File: config.mk
export PLATFORM = sky130hd
export DESIGN_NAME = alu_issue_ctrl_flat
export DESIGN_NICKNAME = d
export VERILOG_FILES = /design/src/rtl/alu_issue_ctrl_if.sv /design/src/rtl/alu_issue_ctrl.sv /design/src/flat_wrapper.sv
export SDC_FILE = /design/constraint.sdc
export NUM_CORES = 1
export LEC_CHECK = 0
export ABC_AREA = 1
export BUFFER_PORTS_ARGS = -buffer_cell sky130_fd_sc_hd__buf_2
export CAP_MARGIN = 20
export CORE_MARGIN = 1
export CORE_UTILIZATION = 49
export CTS_CLUSTER_DIAMETER = 40
export DETAILED_ROUTE_END_ITERATION = 16
export PLACE_DENSITY = 0.91
export SLEW_MARGIN = 10
export SYNTH_ARGS = -nofsm -noshare
export SYNTH_HDL_FRONTEND = slang
export SYNTH_SLANG_ARGS = --single-unit
File: constraint.sdc
create_clock -name clk -period 1.95 [get_ports clk]
set_input_delay 0.195 -clock clk [delete_from_list [all_inputs] [get_ports clk]]
set_output_delay 0.195 -clock clk [all_outputs]
set_load 0.03 [all_outputs]
File: src/rtl/alu_issue_ctrl_if.sv
// Request/response handshake and ALU-facing bus of alu_issue_ctrl.
// slave is the issue controller; master is its environment (decode stage + ALU).
interface alu_issue_ctrl_if #(parameter int WIDTH = 32);
    logic             req_valid;
    logic             req_ready;
    logic [1:0]       alu_op;
    logic [2:0]       funct3;
    logic             funct7_5;
    logic [WIDTH-1:0] op_a;
    logic [WIDTH-1:0] op_b;
    logic [WIDTH-1:0] alu_a;
    logic [WIDTH-1:0] alu_b;
    logic [3:0]       alu_control;
    logic [WIDTH-1:0] alu_result;
    logic             alu_zero;
    logic             rsp_valid;
    logic             rsp_ready;
    logic [WIDTH-1:0] rsp_result;
    logic             rsp_taken;
    logic             rsp_illegal;

    modport slave (
        input  req_valid, alu_op, funct3, funct7_5, op_a, op_b,
               alu_result, alu_zero, rsp_ready,
        output req_ready, alu_a, alu_b, alu_control,
               rsp_valid, rsp_result, rsp_taken, rsp_illegal
    );

    modport master (
        output req_valid, alu_op, funct3, funct7_5, op_a, op_b,
               alu_result, alu_zero, rsp_ready,
        input  req_ready, alu_a, alu_b, alu_control,
               rsp_valid, rsp_result, rsp_taken, rsp_illegal
    );
endinterface

File: src/rtl/alu_issue_ctrl.sv
// Transaction wrapper around a combinational ALU: accept -> one execute cycle
// -> registered response, with branch resolution and illegal-op reporting.
module alu_issue_ctrl #(
    parameter int WIDTH = 32
) (
    input  logic              clk,
    input  logic              reset,
    alu_issue_ctrl_if.slave   bus
);
    localparam logic [3:0] CTL_AND = 4'b0000;
    localparam logic [3:0] CTL_OR  = 4'b0001;
    localparam logic [3:0] CTL_ADD = 4'b0010;
    localparam logic [3:0] CTL_SUB = 4'b0110;
    localparam logic [3:0] CTL_ILL = 4'b1111;

    typedef enum logic [1:0] {IDLE, EXEC, RESP} state_t;

    typedef struct packed {
        logic [3:0] ctrl;
        logic       is_br;
        logic       is_bne;
        logic       illegal;
    } dec_t;

    state_t           state;
    dec_t             dec;
    dec_t             dec_q;
    logic [WIDTH-1:0] a_q;
    logic [WIDTH-1:0] b_q;
    logic             req_ready_q;
    logic             rsp_valid_q;
    logic [WIDTH-1:0] rsp_result_q;
    logic             rsp_taken_q;
    logic             rsp_illegal_q;

    // Anything not explicitly matched falls through as illegal.
    always_comb begin
        dec.ctrl    = CTL_ILL;
        dec.is_br   = 1'b0;
        dec.is_bne  = 1'b0;
        dec.illegal = 1'b1;
        unique case (bus.alu_op)
            2'b00: begin
                dec.ctrl    = CTL_ADD;
                dec.illegal = 1'b0;
            end
            2'b01: begin
                if (bus.funct3 == 3'b000 || bus.funct3 == 3'b001) begin
                    dec.ctrl    = CTL_SUB;
                    dec.is_br   = 1'b1;
                    dec.is_bne  = bus.funct3[0];
                    dec.illegal = 1'b0;
                end
            end
            2'b10: begin
                unique case (bus.funct3)
                    3'b000: begin
                        dec.ctrl    = bus.funct7_5 ? CTL_SUB : CTL_ADD;
                        dec.illegal = 1'b0;
                    end
                    3'b111: begin
                        dec.ctrl    = CTL_AND;
                        dec.illegal = 1'b0;
                    end
                    3'b110: begin
                        dec.ctrl    = CTL_OR;
                        dec.illegal = 1'b0;
                    end
                    default: ;
                endcase
            end
            default: ;
        endcase
    end

    always_ff @(posedge clk or negedge reset) begin
        if (!reset) begin
            state         <= IDLE;
            dec_q         <= '0;
            a_q           <= '0;
            b_q           <= '0;
            req_ready_q   <= 1'b1;
            rsp_valid_q   <= 1'b0;
            rsp_result_q  <= '0;
            rsp_taken_q   <= 1'b0;
            rsp_illegal_q <= 1'b0;
        end else begin
            unique case (state)
                IDLE: begin
                    if (bus.req_valid) begin
                        a_q         <= bus.op_a;
                        b_q         <= bus.op_b;
                        dec_q       <= dec;
                        req_ready_q <= 1'b0;
                        state       <= EXEC;
                    end
                end
                EXEC: begin
                    // BEQ takes on zero, BNE on non-zero: is_bne flips the sense.
                    rsp_result_q  <= dec_q.illegal ? '0 : bus.alu_result;
                    rsp_taken_q   <= !dec_q.illegal && dec_q.is_br &&
                                     (dec_q.is_bne ^ bus.alu_zero);
                    rsp_illegal_q <= dec_q.illegal;
                    rsp_valid_q   <= 1'b1;
                    state         <= RESP;
                end
                RESP: begin
                    if (bus.rsp_ready) begin
                        rsp_valid_q <= 1'b0;
                        req_ready_q <= 1'b1;
                        state       <= IDLE;
                    end
                end
                default: begin
                    rsp_valid_q <= 1'b0;
                    req_ready_q <= 1'b1;
                    state       <= IDLE;
                end
            endcase
        end
    end

    assign bus.req_ready   = req_ready_q;
    assign bus.rsp_valid   = rsp_valid_q;
    assign bus.alu_a       = a_q;
    assign bus.alu_b       = b_q;
    assign bus.alu_control = dec_q.ctrl;
    assign bus.rsp_result  = rsp_result_q;
    assign bus.rsp_taken   = rsp_taken_q;
    assign bus.rsp_illegal = rsp_illegal_q;
endmodule

File: src/flat_wrapper.sv
// flat-port wrapper written by rule: the top's interface ports become plain ports
module alu_issue_ctrl_flat 
#(
    parameter int WIDTH = 32
)
  (clk, reset, bus_req_valid, bus_alu_op, bus_funct3, bus_funct7_5, bus_op_a, bus_op_b, bus_alu_result, bus_alu_zero, bus_rsp_ready, bus_req_ready, bus_alu_a, bus_alu_b, bus_alu_control, bus_rsp_valid, bus_rsp_result, bus_rsp_taken, bus_rsp_illegal);
  alu_issue_ctrl_if #(.WIDTH(WIDTH)) bus_i ();
  input  logic clk;
  input  logic reset;
  input wire logic [$bits(bus_i.req_valid)-1:0] bus_req_valid;
  input wire logic [$bits(bus_i.alu_op)-1:0] bus_alu_op;
  input wire logic [$bits(bus_i.funct3)-1:0] bus_funct3;
  input wire logic [$bits(bus_i.funct7_5)-1:0] bus_funct7_5;
  input wire logic [$bits(bus_i.op_a)-1:0] bus_op_a;
  input wire logic [$bits(bus_i.op_b)-1:0] bus_op_b;
  input wire logic [$bits(bus_i.alu_result)-1:0] bus_alu_result;
  input wire logic [$bits(bus_i.alu_zero)-1:0] bus_alu_zero;
  input wire logic [$bits(bus_i.rsp_ready)-1:0] bus_rsp_ready;
  output wire logic [$bits(bus_i.req_ready)-1:0] bus_req_ready;
  output wire logic [$bits(bus_i.alu_a)-1:0] bus_alu_a;
  output wire logic [$bits(bus_i.alu_b)-1:0] bus_alu_b;
  output wire logic [$bits(bus_i.alu_control)-1:0] bus_alu_control;
  output wire logic [$bits(bus_i.rsp_valid)-1:0] bus_rsp_valid;
  output wire logic [$bits(bus_i.rsp_result)-1:0] bus_rsp_result;
  output wire logic [$bits(bus_i.rsp_taken)-1:0] bus_rsp_taken;
  output wire logic [$bits(bus_i.rsp_illegal)-1:0] bus_rsp_illegal;
  assign bus_i.req_valid = bus_req_valid;
  assign bus_i.alu_op = bus_alu_op;
  assign bus_i.funct3 = bus_funct3;
  assign bus_i.funct7_5 = bus_funct7_5;
  assign bus_i.op_a = bus_op_a;
  assign bus_i.op_b = bus_op_b;
  assign bus_i.alu_result = bus_alu_result;
  assign bus_i.alu_zero = bus_alu_zero;
  assign bus_i.rsp_ready = bus_rsp_ready;
  assign bus_req_ready = bus_i.req_ready;
  assign bus_alu_a = bus_i.alu_a;
  assign bus_alu_b = bus_i.alu_b;
  assign bus_alu_control = bus_i.alu_control;
  assign bus_rsp_valid = bus_i.rsp_valid;
  assign bus_rsp_result = bus_i.rsp_result;
  assign bus_rsp_taken = bus_i.rsp_taken;
  assign bus_rsp_illegal = bus_i.rsp_illegal;
  alu_issue_ctrl #(.WIDTH(WIDTH)) u_core (.clk(clk), .reset(reset), .bus(bus_i));
endmodule
# Yosys cells after proc, flatten, opt, wreduce, memory -nomap -nowiden
# Index checks and enable logic that the tools add are counted.
[word_totals] reg_bits=109 output_inout_bits=104 wordCells=52
[classes] n_eq_ne=9 mux=16 bitwise_logic=3 n_reduce_logical=12
[ops] cell="$mux 32" n=1
[ops] cell="$pmux 4 s3" n=2
[ops] cell="$pmux 1 s3" n=3
[ops] cell="$mux 7" n=1
[ops] cell="$eq 3x3->1 const B" n=2
[ops] cell="$mux 2" n=3
[ops] cell="$pmux 2 s3" n=1
[ops] cell="$reduce_and 2->1" n=3
[ops] cell="$eq 2x1->1 const B" n=2
[ops] cell="$eq 2x2->1 const B" n=2
[ops] cell="$logic_not 2->1" n=2
[ops] cell="$mux 1" n=4
[ops] cell="$ne 2x2->1 const B" n=2
[ops] cell="$eq 3x1->1 const B" n=1
[ops] cell="$logic_not 3->1" n=1
[ops] cell="$mux 3" n=1
[ops] cell="$reduce_and 3->1" n=1
[ops] cell="$reduce_or 3->1" n=1
[ops] cell="$logic_and 1x1->1" n=2
[ops] cell="$not 1->1" n=2
[ops] cell="$logic_not 1->1" n=1
[ops] cell="$logic_or 1x1->1" n=1
[ops] cell="$xor 1x1->1" n=1

# Longest topological paths before layout
# Gate-level depths: netlist of run 1.
[depth] depth_word=4 mapped_depth=8 mapped_depth_nobuf=7

# Least setup slack after synthesis of run 1
# No wires, ideal clock.
[synth_timing] kind="reg2reg" from="register u_core.state[0]" to="register u_core.dec_q[1] (netlist bit)" setup_time_ns=0.077 t_arrival_ns=1.068 slack_ns=0.805 path_stages_with_launch=7 path_buffers=1 period_less_slack_ns=1.145 path_cell_list="dfrtp_1 -> nor2_2 -> nand2_2 -> inv_2 -> buf_6 -> nand3_1 -> o21ai_1"
[synth_between] elab_chain_len=2
[synth_rtl] item="from (decl)" line="alu_issue_ctrl.sv:25" text="state_t state;"
[synth_rtl] item="from (signal assigned)" line="alu_issue_ctrl.sv:78" text="state <= IDLE;"
[synth_rtl] item="from (signal assigned)" line="alu_issue_ctrl.sv:95" text="state <= EXEC;"
[synth_rtl] item="from (signal assigned)" line="alu_issue_ctrl.sv:105" text="state <= RESP;"
[synth_rtl] item="$logic_not 2->1" line="alu_issue_ctrl.sv:88" text="unique case (state)"
[synth_rtl] item="$reduce_and 2->1 (no source line)"
[synth_rtl] item="to (signal assigned)" line="alu_issue_ctrl.sv:79" text="dec_q <= '0;"
[synth_rtl] item="to (signal assigned)" line="alu_issue_ctrl.sv:93" text="dec_q <= dec;"
[synth_rtl] item="to (decl)" line="alu_issue_ctrl.sv:27" text="dec_t dec_q;"
# No other way between the ends.
# A chain may end at the register's enable or synchronous reset.

# Worst setup path after layout of run 1
# Ends and elaborated chain as after synthesis.

==> impl_results.md, run 1 <==
- Fin. max-slew vios: 0
- Global-route wire length before repair: 15400 um
- CTS tree: yes
- Via count: 3556
- Psw: 4.72 mW
- Worst setup SP type: flop
- #FFs+latches synth: 108
- Clk root buf: clkbuf_8
- Setup ws final: 0.404 ns
- RSZ-0062 raised after global routing: no
- Fmax: 0.647 GHz
- Drt total wl: 10000 um
- Final Wtd Congestion: 0.805
- IO Port Bufs: 210
- Crit path cell chain: nor2_2 > nand2_2 > inv_2 > buf_4 > nand3_1 > o21ai_1
- I/O pin total: 211
- GR Overflow Total: 0
- Initial antenna violation count: 0
- H-tree levels: 3
- Core outline area: 8180 um^2
- Tcrit/Tclk final: 0.793
- Clock-pin slew on the worst setup and hold paths: 0.11 ns
- Hold/Removal Path Class: in2reg
- Largest net degree at the start of global routing: 52
- Crit-path slowest cell: dfrtp_1
- CTS buffer count: 9
- Minimum clock period: 1.55 ns
- Worst EP arrival: 1.83 ns
- Met1 WL: 4150 um
- Final hold vios: 0
- Internal power: 5.13 mW
- Antenna-violating nets left: 0
- GRT Overall Usage: 0.228
- Setup violators final: 0
- Post-route DRC: 0
- Initial Util: 0.502
- Cell Rows: 33
- Max IR drop VDD: 1.05 mV
- Sequential Power Share: 0.386
- Core Util, Final: 0.662
- Setup TNS: 0 ns
- Clock skew: 0.0149 ns
- Die area: 8750 um^2
- Slew Limit Headroom: 0.638
- Layout cells sized above 1: 0.384
- Synthesis Warnings: 0
- DP Area: 5230 um^2
- Post-Synthesis Net Count: 519
- Crit Path Max Fanout: 33
- Die X: 93.6 um
- Total design power: 9.84 mW
- Clock network fraction of design power: 0.121
- P&R area growth vs syn: 31.7%
- Crit end category: flop
- MaxCap Viol Count: 0
- FILL cells: 656
- Delay of the slowest cell on the worst path: 0.43 ns
- Finished Cell Area: 5410 um^2
- Synth Cell Area: 4110 um^2
- Nets: 727
- Combinational Power Share: 0.494
- TritonRoute pass-1 iters: 5
- Via/cell ratio: 4.87
- Syn avg cell area: 9.97 um^2
- Post-Syn Instances: 412
- Met3 WL: 882 um
- Die height: 93.6 um
- Placed wire-length estimate: 7400 um
- Wire length per cell: 13.7 um
- Req. time, crit path: 2.23 ns
- Pwr dens: 1820 nW/um^2
- Tightest Pin Transition: 0.544 ns
- Clock Sinks: 108
- Yosys cell types: 22
- Top sig layer: met4
- Vias in the first global route: 3387
- Setup slack at placement: 0.413 ns
- Commonest cells after routing, fill and taps aside: nand2_1 (209), buf_2 (209), dfrtp_1 (107)
- Register area share after synthesis: 0.658
- 1st-iter DRT viols: 129
- Switching share of power: 0.479
- Outcome: completed
- Bufs on Longest Clock Path: 2
- Met2 wire length: 4860 um
- Post-CTS setup buffers: 0
- Crit Path Category: reg2reg
- ANT cells: 0
- Worst-skew pair later-pin latency: 0.35 ns
- Lkg Pwr: 3.19 nW
-- power by group through the flow --
stage / Sequential [mW] / Clock [mW] / Combinational (mW)
3_3_place_gp: 3.78 / 0 / 4.77
6_report: 3.80 / 1.19 / 4.86
2_1_floorplan: 5.63 / 0 / 1.59
5_1_grt: 3.90 / 1.32 / 5.24
4_1_cts: 3.80 / 1.22 / 4.90
3_5_place_dp: 3.81 / 0 / 4.90
-- per-stage QoR --
| stage | std cells | hold WS (ns) |
|---|---|---|
| 2_1_floorplan | 412 | -0.101 |
| 3_3_place_gp | 713 | 0.203 |
| 3_5_place_dp | 713 | 0.217 |
| 4_1_cts | 730 | 0.00859 |
| 5_1_grt | 730 | 0.00537 |
| 6_report | 730 | 0.0252 |
-- synthesized netlist by cell type --
cell	number	area share
a21oi_1	4	0.0049
clkbuf_1	4	0.0037
nand3_1	5	0.0061
inv_2	1	0.00091
nor3_1	1	0.0012
o21ai_0	5	0.0061
nor2_4	1	0.0027
buf_6	3	0.0082
inv_1	9	0.0082
nand2_1	209	0.19
buf_4	7	0.013
a22o_1	32	0.068
buf_2	9	0.011
dfrtp_1	107	0.65
nor2_1	7	0.0064
buf_1	1	0.00091
nor2_2	1	0.0015
nand2_2	2	0.0030
a21boi_0	1	0.0018
o211ai_1	1	0.0018
dfstp_2	1	0.0064
o21ai_1	1	0.0012
-- logic make-up (layout without fill, tap and decap cells) --
family                 after synthesis  count (layout)  share of synthesized area
AOI/OAI and AO/OA                   44              44                     0.0841
and+or+nand+nor                    226             226                      0.212
DFF                                108             108                      0.658
buffers and inverters               34             247                     0.0457
-- cell type report --
cell class | count | area [um^2] | share of cell area
flip-flops and latches | 108 | 2700 | 0.500
well taps | 105 | 131 | 0.0243
multi-input cells | 270 | 1220 | 0.225
inverters | 10 | 37.5 | 0.00694
clock inverters | 5 | 37.5 | 0.00694
repair buffers | 221 | 1150 | 0.213
clock buffers | 11 | 131 | 0.0243
-- state kept, by name (all words and copies together) (netlist names) --
| signal | flops |
|---|---|
| u_core.bus.rsp_illegal | 1 |
| u_core.bus.alu_a | 32 |
| u_core.bus.rsp_taken | 1 |
| u_core.bus.rsp_result | 32 |
| u_core.bus.rsp_valid | 1 |
| u_core.bus.alu_control | 4 |
| u_core.bus.req_ready | 1 |
| u_core.bus.alu_b | 32 |
| u_core.dec_q | 2 |
| u_core.state | 2 |
-- path summary, 6_finish.rpt --
check,start,end,slack [ns],cells after the start
max,u_core.state[0],u_core.dec_q[1],0.40,6
min,bus_op_a[23],u_core.bus.alu_a[23],0.03,3
max reg2reg,u_core.state[0],u_core.dec_q[1],0.40,6
min reg2reg,u_core.bus.alu_a[23],u_core.bus.alu_a[23],0.49,2
max in group asynchronous,reset,u_core.bus.alu_control[3],0.92,3
min in group asynchronous,reset,u_core.bus.alu_a[29],0.36,2
-- routing by layer --
metal | global-route usage | vias to the layer above
met5 | 0 | -
met4 | 0.0526 | 0
met3 | 0.0732 | 10
met2 | 0.400 | 168
met1 | 0.274 | 1667
li1 | - | 1711
-- critical path, delay by kind of cell (launching register included) --
family	cells	cell delay (ns)
buffers and inverters	2	0.40
DFF	1	0.43
and+or+nand+nor	3	0.50
AOI/OAI and AO/OA	1	0.15
-- repair_timing --
item / CTS / global route
gates resized for setup: 0 / 0
hold buffers: 1 / 0
setup endpoints to repair: 0 / 0
hold endpoints to repair: 37 / 0
Note: power is estimated with default switching activity, not from simulation.
==> run 2: changes to the inputs <==
Settings changed: ABC_AREA 1 to 0, CORE_UTILIZATION 49 to 41, PLACE_DENSITY 0.91 to 0.82.
Clock period 1.95 ns to 1.4 ns, I/O delays scaled along.
==> run 2 against run 1 <==
The run now ends with setup timing left. Clock-buffer cell count shrank 1. Clock power grew 77%. Global-route usage shrank 0.75 points. Flip-flop and latch count is the same. Synthesized cell count shrank 20%. Cell count grew 5.1%. Combinational power grew 78%. Worst setup slack lost 0.46 ns. Critical endpoint is now u_core.bus.alu_a[31].
==> impl_results.md, run 2 <==
- Internal power: 8.96 mW
- Storage cell area: 2700 um^2
- Post-synth EDFFs: 0
- Crit Path Category: reg2reg
- Register area share after synthesis: 0.645
- Crit Path Max Fanout: 6
- Switching share of power: 0.451
- Pwr dens: 2400 nW/um^2
- H-tree levels: 3
- Commonest cells post-synth: dfrtp_1 (107), nand2_1 (69), mux2_1 (45)
- Clock Sinks: 108
- Initial Util: 0.425
- Multi-input gate area: 1470 um^2
- Delay of the slowest cell on the worst path: 0.42 ns
- Setup violators final: 65
- Synthesis Warnings: 0
- Crit-path slowest cell: dfrtp_1
- #FFs+latches synth: 108
- Max IR drop VDD: 1.30 mV
- Top sig layer: met4
- Core Util, Final: 0.690
- Drt total wl: 12700 um
- Setup ws final: -0.0594 ns
- Minimum clock period: 1.46 ns
- Synth Cell Area: 4190 um^2
- Commonest cells after routing, fill and taps aside: buf_2 (209), dfrtp_1 (107), dlygate4sd3_1 (84)
- Lkg Pwr: 3.38 nW
- RSZ-0062 raised after global routing: yes
- Setup TNS: -2.33 ns
- Async SR Flop Fraction: 1.00
- Failing checks: setup timing
- Finished Cell Area: 6800 um^2
- P&R area growth vs syn: 62.2%
- Worst reg-to-reg path cell count: 4
- Worst-skew pair later-pin latency: 0.37 ns
- DP Area: 5400 um^2
- Bufs on Longest Clock Path: 2
- CTS tree: yes
- Top cell type's share of synthesized area: 0.639
- Nets: 736
- Die height: 103 um
- Reg2reg start: u_core.state[1]
- Most common cell after layout, fill and taps aside: buf_2
- Cell Rows: 36
- Fin cells: 767
- Fin. max-slew vios: 0
- IO Port Bufs: 210
- I/O pin total: 211
- Final Wtd Congestion: 0.774
- Met1 WL: 5000 um
- Via count: 3658
- Via/cell ratio: 4.77
- Clk root buf: clkbuf_8
- Most common flop cell mapped by yosys: dfrtp_1
- Setup crit start: u_core.state[1]
- Tcrit/Tclk final: 1.04
- Placed wire-length estimate: 6920 um
- Post-route DRC: 0
- Flop2flop setup slack: -0.06 ns
- MaxCap Viol Count: 0
- Worst EP arrival: 1.71 ns
- Layout cells sized above 1: 0.465
- Yosys cell types: 28
- GR Overflow Total: 0
- Die X: 103 um
- Outcome: finished with violations
- Crit end category: flop
- Psw: 7.36 mW
- Syn avg cell area: 12.8 um^2
- Combinational Power Share: 0.530
- Tightest Pin Transition: 0.545 ns
- Antenna-violating nets left: 0
- Clock network fraction of design power: 0.130
- Slew Limit Headroom: 0.631
- Final hold vios: 0
- Sequential Power Share: 0.340
- Core outline area: 9860 um^2
- Wire length per cell: 16.6 um
- Met3 WL: 701 um
- Post-Synthesis Net Count: 435
- FILL cells: 648
- Fmax: 0.685 GHz
- TritonRoute pass-1 iters: 4
- Worst setup SP type: flop
- Worst hold start: bus_alu_result[6]
- Area leader, netlist: dfrtp_1
- Global-route wire length before repair: 17300 um
- Met2 wire length: 6620 um
- Req. time, crit path: 1.65 ns
- Crit path cell chain: nor3b_4 > buf_6 > clkbuf_16 > mux2_4
- Initial antenna violation count: 0
- Hold/Removal Path Class: in2reg
- 1st-iter DRT viols: 39
- GRT Overall Usage: 0.221
- Die area: 10600 um^2
- Clock-pin slew on the worst setup and hold paths: 0.10 ns
- Top cells by area, synth: dfrtp_1 (64%), mux2_1 (12%), nand2_1 (6.2%)
- Clock skew: 0.00811 ns
- Largest net degree at the start of global routing: 70
- Post-Syn Instances: 328
- ANT cells: 0
- Cells after DPL: 658
- CTS buffer count: 9
- Worst Hold Depth: 3
- Vias in the first global route: 3596
- Top-count cell post-synth: dfrtp_1
-- run 2: critical path, delay by kind of cell, from the launching register on --
family,cells,cell delay (ns)
flip-flops,1,0.42
AND/OR/NAND/NOR,1,0.22
multiplexers,1,0.30
buffers and inverters,2,0.40
-- run 2: final cells by class --
type / instances / area share
Clock inverter: 6 / 0.0129
Inverter: 3 / 0.00166
Tap cell: 133 / 0.0245
Sequential cell: 108 / 0.397
Clock buffer: 10 / 0.0202
Multi-Input combinational cell: 194 / 0.216
Timing Repair Buffer: 313 / 0.327
-- run 2: power groups by stage --
stage / Sequential (mW) / Clock, mW / Combinational (mW)
detailed placement: 5.50 / 0 / 7.44
global route: 5.72 / 2.29 / 9.17
CTS: 5.46 / 2.16 / 8.01
global placement: 5.39 / 0 / 7.24
finish: 5.55 / 2.11 / 8.65
floorplan: 8.40 / 0 / 2.18
-- run 2: repair_timing --
action,in CTS,in global routing
setup buffers,2,1
hold endpoints to repair,189,1
pin swaps,1,2
hold buffers,83,1
gates resized for setup,17,29
setup endpoints to repair,68,70
gates cloned,2,4
-- run 2: per-layer routing --
| metal | vias up | GRT usage |
|---|---|---|
| met5 | - | 0 |
| met3 | 33 | 0.0461 |
| met2 | 168 | 0.402 |
| met1 | 1755 | 0.236 |
| li1 | 1702 | - |
| met4 | 0 | 0.130 |
-- run 2: cells by family after synthesis --
kind of cell           count (synthesis)  synth area share
buffers and inverters                 26            0.0373
XOR/XNOR                               1           0.00209
flip-flops                           108             0.645
AO/OA/AOI/OAI                         44            0.0561
AND/OR/NAND/NOR                       83            0.0827
multiplexers                          66             0.177
-- run 2: path summary, 6_finish.rpt --
path,to
worst min-delay path,u_core.bus.rsp_result[6]
min in group asynchronous,u_core.bus.alu_b[10]
worst min register to register,u_core.bus.rsp_result[11]
worst max-delay path,u_core.bus.alu_a[31]
max in group asynchronous,u_core.bus.req_ready
worst max register to register,u_core.bus.alu_a[31]
-- run 2: per-stage QoR --
stage	total power, mW	hold slack (ns)	setup slack [ns]
2_1_floorplan	10.6	-0.156	0.00561
5_1_grt	17.2	0.00320	-0.0978
6_report	16.3	0.0188	-0.0594
4_1_cts	15.6	0.0000924	-0.0452
3_3_place_gp	12.6	-0.0259	-0.0296
3_5_place_dp	12.9	-0.0223	-0.0787
